[src/rtl/jrb8_pkg.sv]
// Shared constants for the 7-segment display arbiter: FSM encoding,
// dwell counter width and the dwell_sel scaling shift.
package jrb8_pkg;

  localparam int unsigned CNT_W       = 24;
  localparam int unsigned DWELL_SHIFT = 10;
  localparam int unsigned DIGIT_W     = 4;
  localparam int unsigned SEG_W       = 7;

  typedef enum logic [1:0] {
    ST_IDLE = 2'd0,
    ST_SHOW = 2'd1,
    ST_GAP  = 2'd2
  } state_t;

endpackage

[src/rtl/seg_display_arbiter_seg7.sv]
// Hex digit to 7-segment decoder, active-high segments {g,f,e,d,c,b,a}.
// Ports:
//   i_digit  - 4-bit value 0..F
//   o_seg_c  - combinational segment pattern
module seg_display_arbiter_seg7
  import jrb8_pkg::*;
(
  input  logic [DIGIT_W-1:0] i_digit,
  output logic [SEG_W-1:0]   o_seg_c
);

  always_comb begin
    o_seg_c = '0;
    case (i_digit)
      4'h0: o_seg_c = 7'h3F;
      4'h1: o_seg_c = 7'h06;
      4'h2: o_seg_c = 7'h5B;
      4'h3: o_seg_c = 7'h4F;
      4'h4: o_seg_c = 7'h66;
      4'h5: o_seg_c = 7'h6D;
      4'h6: o_seg_c = 7'h7D;
      4'h7: o_seg_c = 7'h07;
      4'h8: o_seg_c = 7'h7F;
      4'h9: o_seg_c = 7'h6F;
      4'hA: o_seg_c = 7'h77;
      4'hB: o_seg_c = 7'h7C;
      4'hC: o_seg_c = 7'h39;
      4'hD: o_seg_c = 7'h5E;
      4'hE: o_seg_c = 7'h79;
      4'hF: o_seg_c = 7'h71;
      default: o_seg_c = '0;
    endcase
  end

endmodule

[src/rtl/seg_display_arbiter.sv]
// Round-robin arbiter sharing one 7-segment digit among N_REQ requesters.
// An owner is shown for a programmable dwell, followed by a one-cycle blank gap.
// Ports:
//   clk, reset       - clock and synchronous active-high reset
//   req              - level-held display requests
//   value            - 4-bit digit per requester, requester i at [4i+3:4i]
//   dwell_sel        - 0: DWELL_DEFAULT, else dwell_sel << 10
//   grant            - one-hot current owner, zero when none
//   done             - one-cycle one-hot pulse on full-dwell completion
//   segments         - decoded pattern of the latched digit while showing
//   busy             - high while a requester owns the display
module seg_display_arbiter
  import jrb8_pkg::*;
#(
  parameter logic [23:0] DWELL_DEFAULT = 24'd10_000_000,
  parameter int unsigned N_REQ         = 4
) (
  input  logic                       clk,
  input  logic                       reset,
  input  logic [N_REQ-1:0]           req,
  input  logic [DIGIT_W*N_REQ-1:0]   value,
  input  logic [7:0]                 dwell_sel,
  output logic [N_REQ-1:0]           grant,
  output logic [N_REQ-1:0]           done,
  output logic [SEG_W-1:0]           segments,
  output logic                       busy
);

  localparam int unsigned PTR_W = $clog2(N_REQ);

  state_t               r_state;
  logic [CNT_W-1:0]     r_cnt;
  logic [DIGIT_W-1:0]   r_digit_q;
  logic [PTR_W-1:0]     r_ptr;

  logic [CNT_W-1:0]     w_compare;
  logic [PTR_W-1:0]     w_idx;
  logic [PTR_W-1:0]     w_win;
  logic                 w_win_valid;
  logic [DIGIT_W-1:0]   w_win_digit;
  logic [SEG_W-1:0]     w_seg;

  // Live hold compare; dwell_sel changes take effect in the same cycle.
  assign w_compare = (dwell_sel == 8'd0) ? DWELL_DEFAULT
                                         : (CNT_W'(dwell_sel) << DWELL_SHIFT);

  // Round-robin pick: search ptr+1 .. ptr+N_REQ; walking the search order
  // backwards lets the earliest asserted index overwrite the later ones.
  always_comb begin
    w_win       = r_ptr;
    w_win_valid = 1'b0;
    w_idx       = '0;
    for (int k = N_REQ; k >= 1; k--) begin
      w_idx = PTR_W'((int'(r_ptr) + k) % int'(N_REQ));
      if (req[w_idx]) begin
        w_win       = w_idx;
        w_win_valid = 1'b1;
      end
    end
  end

  assign w_win_digit = value[DIGIT_W*w_win +: DIGIT_W];

  seg_display_arbiter_seg7 u_seg7 (
    .i_digit (r_digit_q),
    .o_seg_c (w_seg)
  );

  // Blank whenever nobody owns the display (IDLE and GAP).
  assign segments = busy ? w_seg : '0;

  // Arbitration / dwell FSM; r_ptr doubles as the current owner index.
  always_ff @(posedge clk) begin
    if (reset) begin
      r_state   <= ST_IDLE;
      r_cnt     <= '0;
      r_digit_q <= '0;
      r_ptr     <= PTR_W'(N_REQ - 1);
      grant     <= '0;
      done      <= '0;
      busy      <= 1'b0;
    end else begin
      done <= '0;
      case (r_state)
        ST_IDLE: begin
          if (w_win_valid) begin
            r_state   <= ST_SHOW;
            r_cnt     <= '0;
            r_ptr     <= w_win;
            r_digit_q <= w_win_digit;
            grant     <= N_REQ'(1) << w_win;
            busy      <= 1'b1;
          end
        end
        ST_SHOW: begin
          if (!req[r_ptr]) begin
            // Owner withdrew: abort, no completion pulse.
            r_state <= ST_GAP;
            grant   <= '0;
            busy    <= 1'b0;
          end else if (r_cnt == w_compare) begin
            r_state <= ST_GAP;
            grant   <= '0;
            busy    <= 1'b0;
            done    <= N_REQ'(1) << r_ptr;
          end else begin
            // Wraps through all-ones if compare was lowered below cnt.
            r_cnt <= r_cnt + CNT_W'(1);
          end
        end
        ST_GAP: begin
          r_state <= ST_IDLE;
        end
        default: begin
          r_state <= ST_IDLE;
          grant   <= '0;
          busy    <= 1'b0;
        end
      endcase
    end
  end

endmodule

[config.mk]
export PLATFORM = sky130hd
export DESIGN_NAME = seg_display_arbiter
export DESIGN_NICKNAME = d
export VERILOG_FILES = /design/src/rtl/jrb8_pkg.sv /design/src/rtl/seg_display_arbiter_seg7.sv /design/src/rtl/seg_display_arbiter.sv
export SDC_FILE = /design/constraint.sdc
export NUM_CORES = 1
export LEC_CHECK = 0
export CAP_MARGIN = 40
export CELL_PAD_IN_SITES_DETAIL_PLACEMENT = 1
export CELL_PAD_IN_SITES_GLOBAL_PLACEMENT = 1
export CORE_ASPECT_RATIO = 0.9
export CORE_MARGIN = 2
export CORE_UTILIZATION = 40
export CTS_BUF_LIST = sky130_fd_sc_hd__clkbuf_8
export CTS_CLUSTER_SIZE = 25
export DETAILED_ROUTE_END_ITERATION = 10
export GPL_TIMING_DRIVEN = 0
export PLACE_DENSITY_LB_ADDON = 0.08
export SLEW_MARGIN = 25
export SYNTH_ARGS = -nofsm -noshare
export SYNTH_HDL_FRONTEND = slang
export SYNTH_SLANG_ARGS = --single-unit
export TNS_END_PERCENT = 100
[constraint.sdc]
create_clock -name clk -period 3.45 [get_ports clk]
set_input_delay 0.69 -clock clk [delete_from_list [all_inputs] [get_ports clk]]
set_output_delay 0.69 -clock clk [all_outputs]
set_load 0.02 [all_outputs]
## After elaboration in Yosys (flattened, before gate mapping)

Memories as Yosys holds them, arrays and structs flattened. A register that Yosys moved wholly into a read port is not among the register bits.
Cells that the tools add are included.

- Add/subtract/negate cells: 5
- Magnitude comparators: 5
- Equality and inequality tests: 7
- Shifts and indexed selects: 3
- Muxes and demuxes: 38
- Bitwise logic cells: 4
- Reduce and logical (&&, ||, !) cells: 8

Operators with widths:

| operator | number |
|---|---|
| two-way mux 24 bit | 4 |
| case mux 24 bit (2 select lines) | 1 |
| adder 24 x 1 -> 24 bit (second input constant) | 1 |
| equality test 24 bit | 1 |
| two-way mux 4 bit | 5 |
| indexed part select 16 x 5 -> 4 bit | 1 |
| less-than comparator 2 x 3 -> 1 bit (second input constant) | 5 |
| two-way mux 2 bit | 7 |
| two-way mux 1 bit | 12 |
| case mux 4 bit (3 select lines) | 1 |
| binary-select mux 1 bit (select 2 bit) | 5 |
| logical NOT 8 bit | 1 |
| left shift 1 x 2 -> 4 bit (first input constant) | 2 |
| two-way mux 7 bit | 1 |
| inequality test 2 bit (second input constant) | 3 |
| adder 2 x 1 -> 2 bit (second input constant) | 2 |
| adder 2 bit (second input constant) | 2 |
| NOT 1 bit | 4 |
| case mux 2 bit (2 select lines) | 1 |
| AND reduction 2 bit | 2 |
| AND reduction 4 bit | 1 |
| OR reduction 4 bit | 1 |
| inequality test 3 bit (second input constant) | 1 |
| case mux 1 bit (3 select lines) | 1 |
| other kinds (5) | 5 |

- Register bits: 41
- Memory bits (read-only): 112
- Input port bits: 30
- Word-level logic and storage cells: 78
- Memories: 1

Memory list:

| memory | depth | width | read ports | clocked after Yosys merged registers in | write ports | line | source |
|---|---|---|---|---|---|---|---|
| (name not given) | 16 | 7 | 1 | 1 | 0 | seg_display_arbiter_seg7.sv:14 | `case (i_digit)` |

## Logic depth before layout (Yosys ltp)

- Word-level depth: 10
- Gate-level depth with buffers: 14
- Gate-level depth less buffers: 12

## Hierarchy

A second synthesis with hierarchy kept.

- Cell total of the unflattened synthesis: 348
- Area, all modules: 2894.0 um^2

Modules (own cells, without submodules):

| module | instances | cells each | area an instance (um^2) | sequential area each (um^2) |
|---|---|---|---|---|
| seg_display_arbiter | 1 | 315 | 2600.0 | 820.8 |
| seg_display_arbiter_seg7 | 1 | 33 | 294.0 | 0.0 |

## Worst setup path after synthesis

OpenSTA, ideal clock, no wires.

- Path kind: input to register
- Start: input port req[0]
- End: register, netlist name u_seg7.o_seg_c[6]
- Library setup time: 96 ps
- Arrival: 2877 ps
- Data required time: 3354 ps
- Setup slack: 478 ps
- Cell stages on the path: 10
- Cell sequence: o21a_1 > o21ai_1 > nand2_1 > mux2i_1 > a211o_1 > a21oi_1 > inv_1 > ha_1 > mux2_2 > a221oi_1

- Longest elaborated chain between the ends: 9
- Elaborated cells on any way between the ends: 20

Ends and longest elaborated chain:

| element | line | source |
|---|---|---|
| start, declared | seg_display_arbiter.sv:20 | `input logic [N_REQ-1:0] req,` |
| binary-select mux 1 bit (select 2 bit) | seg_display_arbiter.sv:55 | `if (req[w_idx]) begin` |
| two-way mux 1 bit (implied by the code) | seg_display_arbiter.sv:55 |  |
| two-way mux 2 bit or two-way mux 1 bit (tied branches) (4 in a row) | seg_display_arbiter.sv:55 |  |
| indexed part select 16 x 5 -> 4 bit or AND reduction 2 bit (tied branches) | n/a |  |
| two-way mux 4 bit (no line) * (2 in a row) | n/a |  |

Every way passes the cells marked *; elsewhere a longest branch is shown, timed or not. The select of a mux whose other input is x is not followed.
A chain may end at the register's enable or synchronous reset.

## Final worst setup path

- Start: input port req[2]
- End: register, netlist name u_seg7.o_seg_c[6]

- Longest elaborated chain between the ends: 9
- Elaborated cells on any way between the ends: 20

Ends and longest elaborated chain:

| element | line |
|---|---|
| binary-select mux 1 bit (select 2 bit) | seg_display_arbiter.sv:55 |
| two-way mux 1 bit (implied by the code) | seg_display_arbiter.sv:55 |
| two-way mux 2 bit or two-way mux 1 bit (tied branches) (4 in a row) | seg_display_arbiter.sv:55 |
| indexed part select 16 x 5 -> 4 bit or AND reduction 2 bit (tied branches) | n/a |
| two-way mux 4 bit (no line) * (2 in a row) | n/a |

Marks and branches as above.

==> impl_metrics.yaml <==
outcome:
  outcome: "finished clean"
critical_path:
  critical_path.endpoint_type: "flop"
  crit_type: "input pin to flop"
  startpoint_type: "input pin"
  cp.arrival_ps: 3440
  required_ps: 3660
  crit_path_max_fanout: 10
global_route:
  antenna_found_initial: 0
  grt_pass1_vias: 2902
  track_usage_pct: 23.13
  grt_pass1_wl_um: 14690
  overflow: 0
  grt_max_degree: 16
timing:
  final-max-slew-violation-count: 0
  finClkSkew_ps: 10.01
  hold_ws_ps: 487.1
  layout_setup_ws_ps: 217.7
  fin_crit_ps: 3232
  max_freq_ghz: 0.3094
  period_share_pct: 93.69
  final_hold_viol_count: 0
  worst_pin_slew_ps: 691.3
  final-setup-viol-count: 0
  slew-limit-headroom_pct: 53.56
  fin_tns_setup_ps: 0
  rsz0062_at_grt: "false"
layout:
  instances_no_fill: 503
  multi_input_area_um2: 1933
  nets: 448
  finish.utilization_pct: 52.46
  fillerInstances: 877
  area_growth_pct: 26.25
  drive_gt1_share_pct: 10.49
  final_area_um2: 3731
  n_antenna_cell: 0
  seq_area_um2: 960.9
logic_synthesis:
  synth_top_family_by_area: "simple AND/OR/NAND/NOR gates"
  yosys.area_share.simple_pct: 27.98
  dominantRegCellSynth: "dfxtp_1"
  ys_seq_area_share_pct: 32.51
  synth_top_area_share_pct: 32.51
  syn_avg_cell_area_um2: 8.255
  syn-num-nets: 397
  syn_inst: 358
  synth_compound_area_share_pct: 20.53
  synth_area_um2: 2955
  async_flop_share_pct: 0
  synth_edf_count: 0
  synth-xor-area-share_pct: 3.260
  ys_seq_elements: 48
  synth_cell_types: 64
  synthTopCellsByArea: "dfxtp_1, mux2i_1, nand2_1"
  yosysWarnings: 0
  synth_common_cells: "dfxtp_1, nand2_1, nor2_1"
  synthAdderAreaFrac_pct: 3.810
  yosys.area.top_type: "dfxtp_1"
  yosysMostFrequentCell: "dfxtp_1"
  muxShareOfSynthArea_pct: 6.986
min_path:
  hp-class: "flop to flop"
clock_tree:
  cts-root-buf: "clkbuf_8"
  clkLatencyLatePin_ps: 310
  htree_levels: 2
  cts_setup_buffers: 0
  cts_buffer_depth: 2
  cts_sinks: 48
  cts_inserted_buffers: 5
  path_clk_slew_ps: 100
  cts_tree: "yes"
  cts_hold_buffers: 0
drt:
  drtIter0Drc: 139
  ant_nets: 0
  viasPerCell: 5.736
  vias: 2885
  drtPass1Iterations: 4
  wirelength_um: 8963
  drc_errors: 0
  wl_per_cell_um: 17.82
floorplan:
  start_util_pct: 41.56
  die_h_um: 85.55
  rows: 29
  io_pins: 46
  die_x_um: 94.61
  core_um2: 7112
  die-area_um2: 8093
pwr:
  pwr-share-comb_pct: 34.9
  seq_power_share_pct: 38.2
  p_per_area_nw_per_um2: 442.3
  p_leak_nw: 1.294
  ir_drop_uv: 250.7
  p_sw_mw: 0.5667
  netSwitchingFraction_pct: 34.34
  internal_power_mw: 1.084
  clkPwrFrac_pct: 26.9
  total_power_mw: 1.650
place:
  place_ws_ps: -878.4
  io_buffer_count: 45
  finalWeightedCongestion: 0.7997
  dp_hpwl_um: 6986
  dpl_cell_area_um2: 3527
  dp.cells: 496
job:
  maxCapViolCount: 0
==> path summary, 6_finish.rpt <==
path	start	endpoint	slack, ps	depth (start not counted)
min reg2reg	grant[2]	grant[2]	490	1
min	grant[2]	grant[2]	490	1
max	req[2]	u_seg7.o_seg_c[6]	220	11
max reg2reg	r_ptr[1]	u_seg7.o_seg_c[6]	480	11
==> power by group through the flow <==
| stage | clock network, mW | registers [mW] | logic, mW |
|---|---|---|---|
| after floorplan | 0 | 0.643 | 0.347 |
| after global placement | 0 | 0.640 | 0.536 |
| after detailed placement | 0 | 0.643 | 0.548 |
| after CTS | 0.452 | 0.631 | 0.562 |
| after global routing | 0.472 | 0.638 | 0.631 |
| final | 0.443 | 0.631 | 0.576 |
==> cells by family (layout without fill, tap and decap cells) <==
| logic type | count (synthesis) | count (layout) |
|---|---|---|
| buffers and inverters | 35 | 87 |
| XOR/XNOR | 11 | 11 |
| adder cells (fa/ha/maj) | 9 | 9 |
| multiplexers | 19 | 19 |
| AO/OA/AOI/OAI | 81 | 81 |
| AND/OR/NAND/NOR | 155 | 155 |
| flip-flops | 48 | 48 |
==> flip-flops by register name (all words and copies together), names as in the netlist <==
signal / count
r_cnt: 24
u_seg7.o_seg_c: 7
done: 4
grant: 4
r_digit_q: 4
r_ptr: 2
r_state: 2
busy: 1
==> layout by cell type (no fill, tap or decap), drive strengths merged, types with 6 or more instances in the layout <==
cell type and n:
dfxtp 48, clkdlybuf4s50 42, nand2 34, nor2 26
nand3 25, a21oi 21, o21ai 19, inv 18
clkbuf 16, mux2i 15, nor3 10, ha 9
or3 9, and2 9, nand4 8, nor4 8
nand2b 7, a2111o 7, xor2 6
==> final cells by class <==
cell class,count,share of cell area [%]
multi-input combinational,275,51.81
sequential,48,25.75
timing repair buffer,45,12.17
tap,93,3.119
clock buffer,6,2.213
buffer,15,1.979
inverter,19,1.911
clock inverter,2,1.040
==> critical path, cell delays in order <==
cell	delay (ps)
clkdlybuf4s50_1	510
nor4_4	390
nor2_1	110
nand2_1	220
buf_4	240
nand2_1	120
a21oi_4	240
inv_1	130
ha_1	240
mux2_2	270
a221oi_1	280
==> layer usage <==
metal	routed length, um	track usage, %	vias to the layer above	part of all wire, %
li1	-	-	1414	-
met1	4405	33.22	1419	49
met2	4211	37.46	46	47
met3	286	3.163	6	3.2
met4	60	4.216	0	0.67
met5	0	0	-	0
==> what timing repair did <==
action,in CTS,in global routing
resized for setup,9,12
pin swaps,0,1
endpoints found under the setup margin,7,3
(Power assumes the default switching activity.)
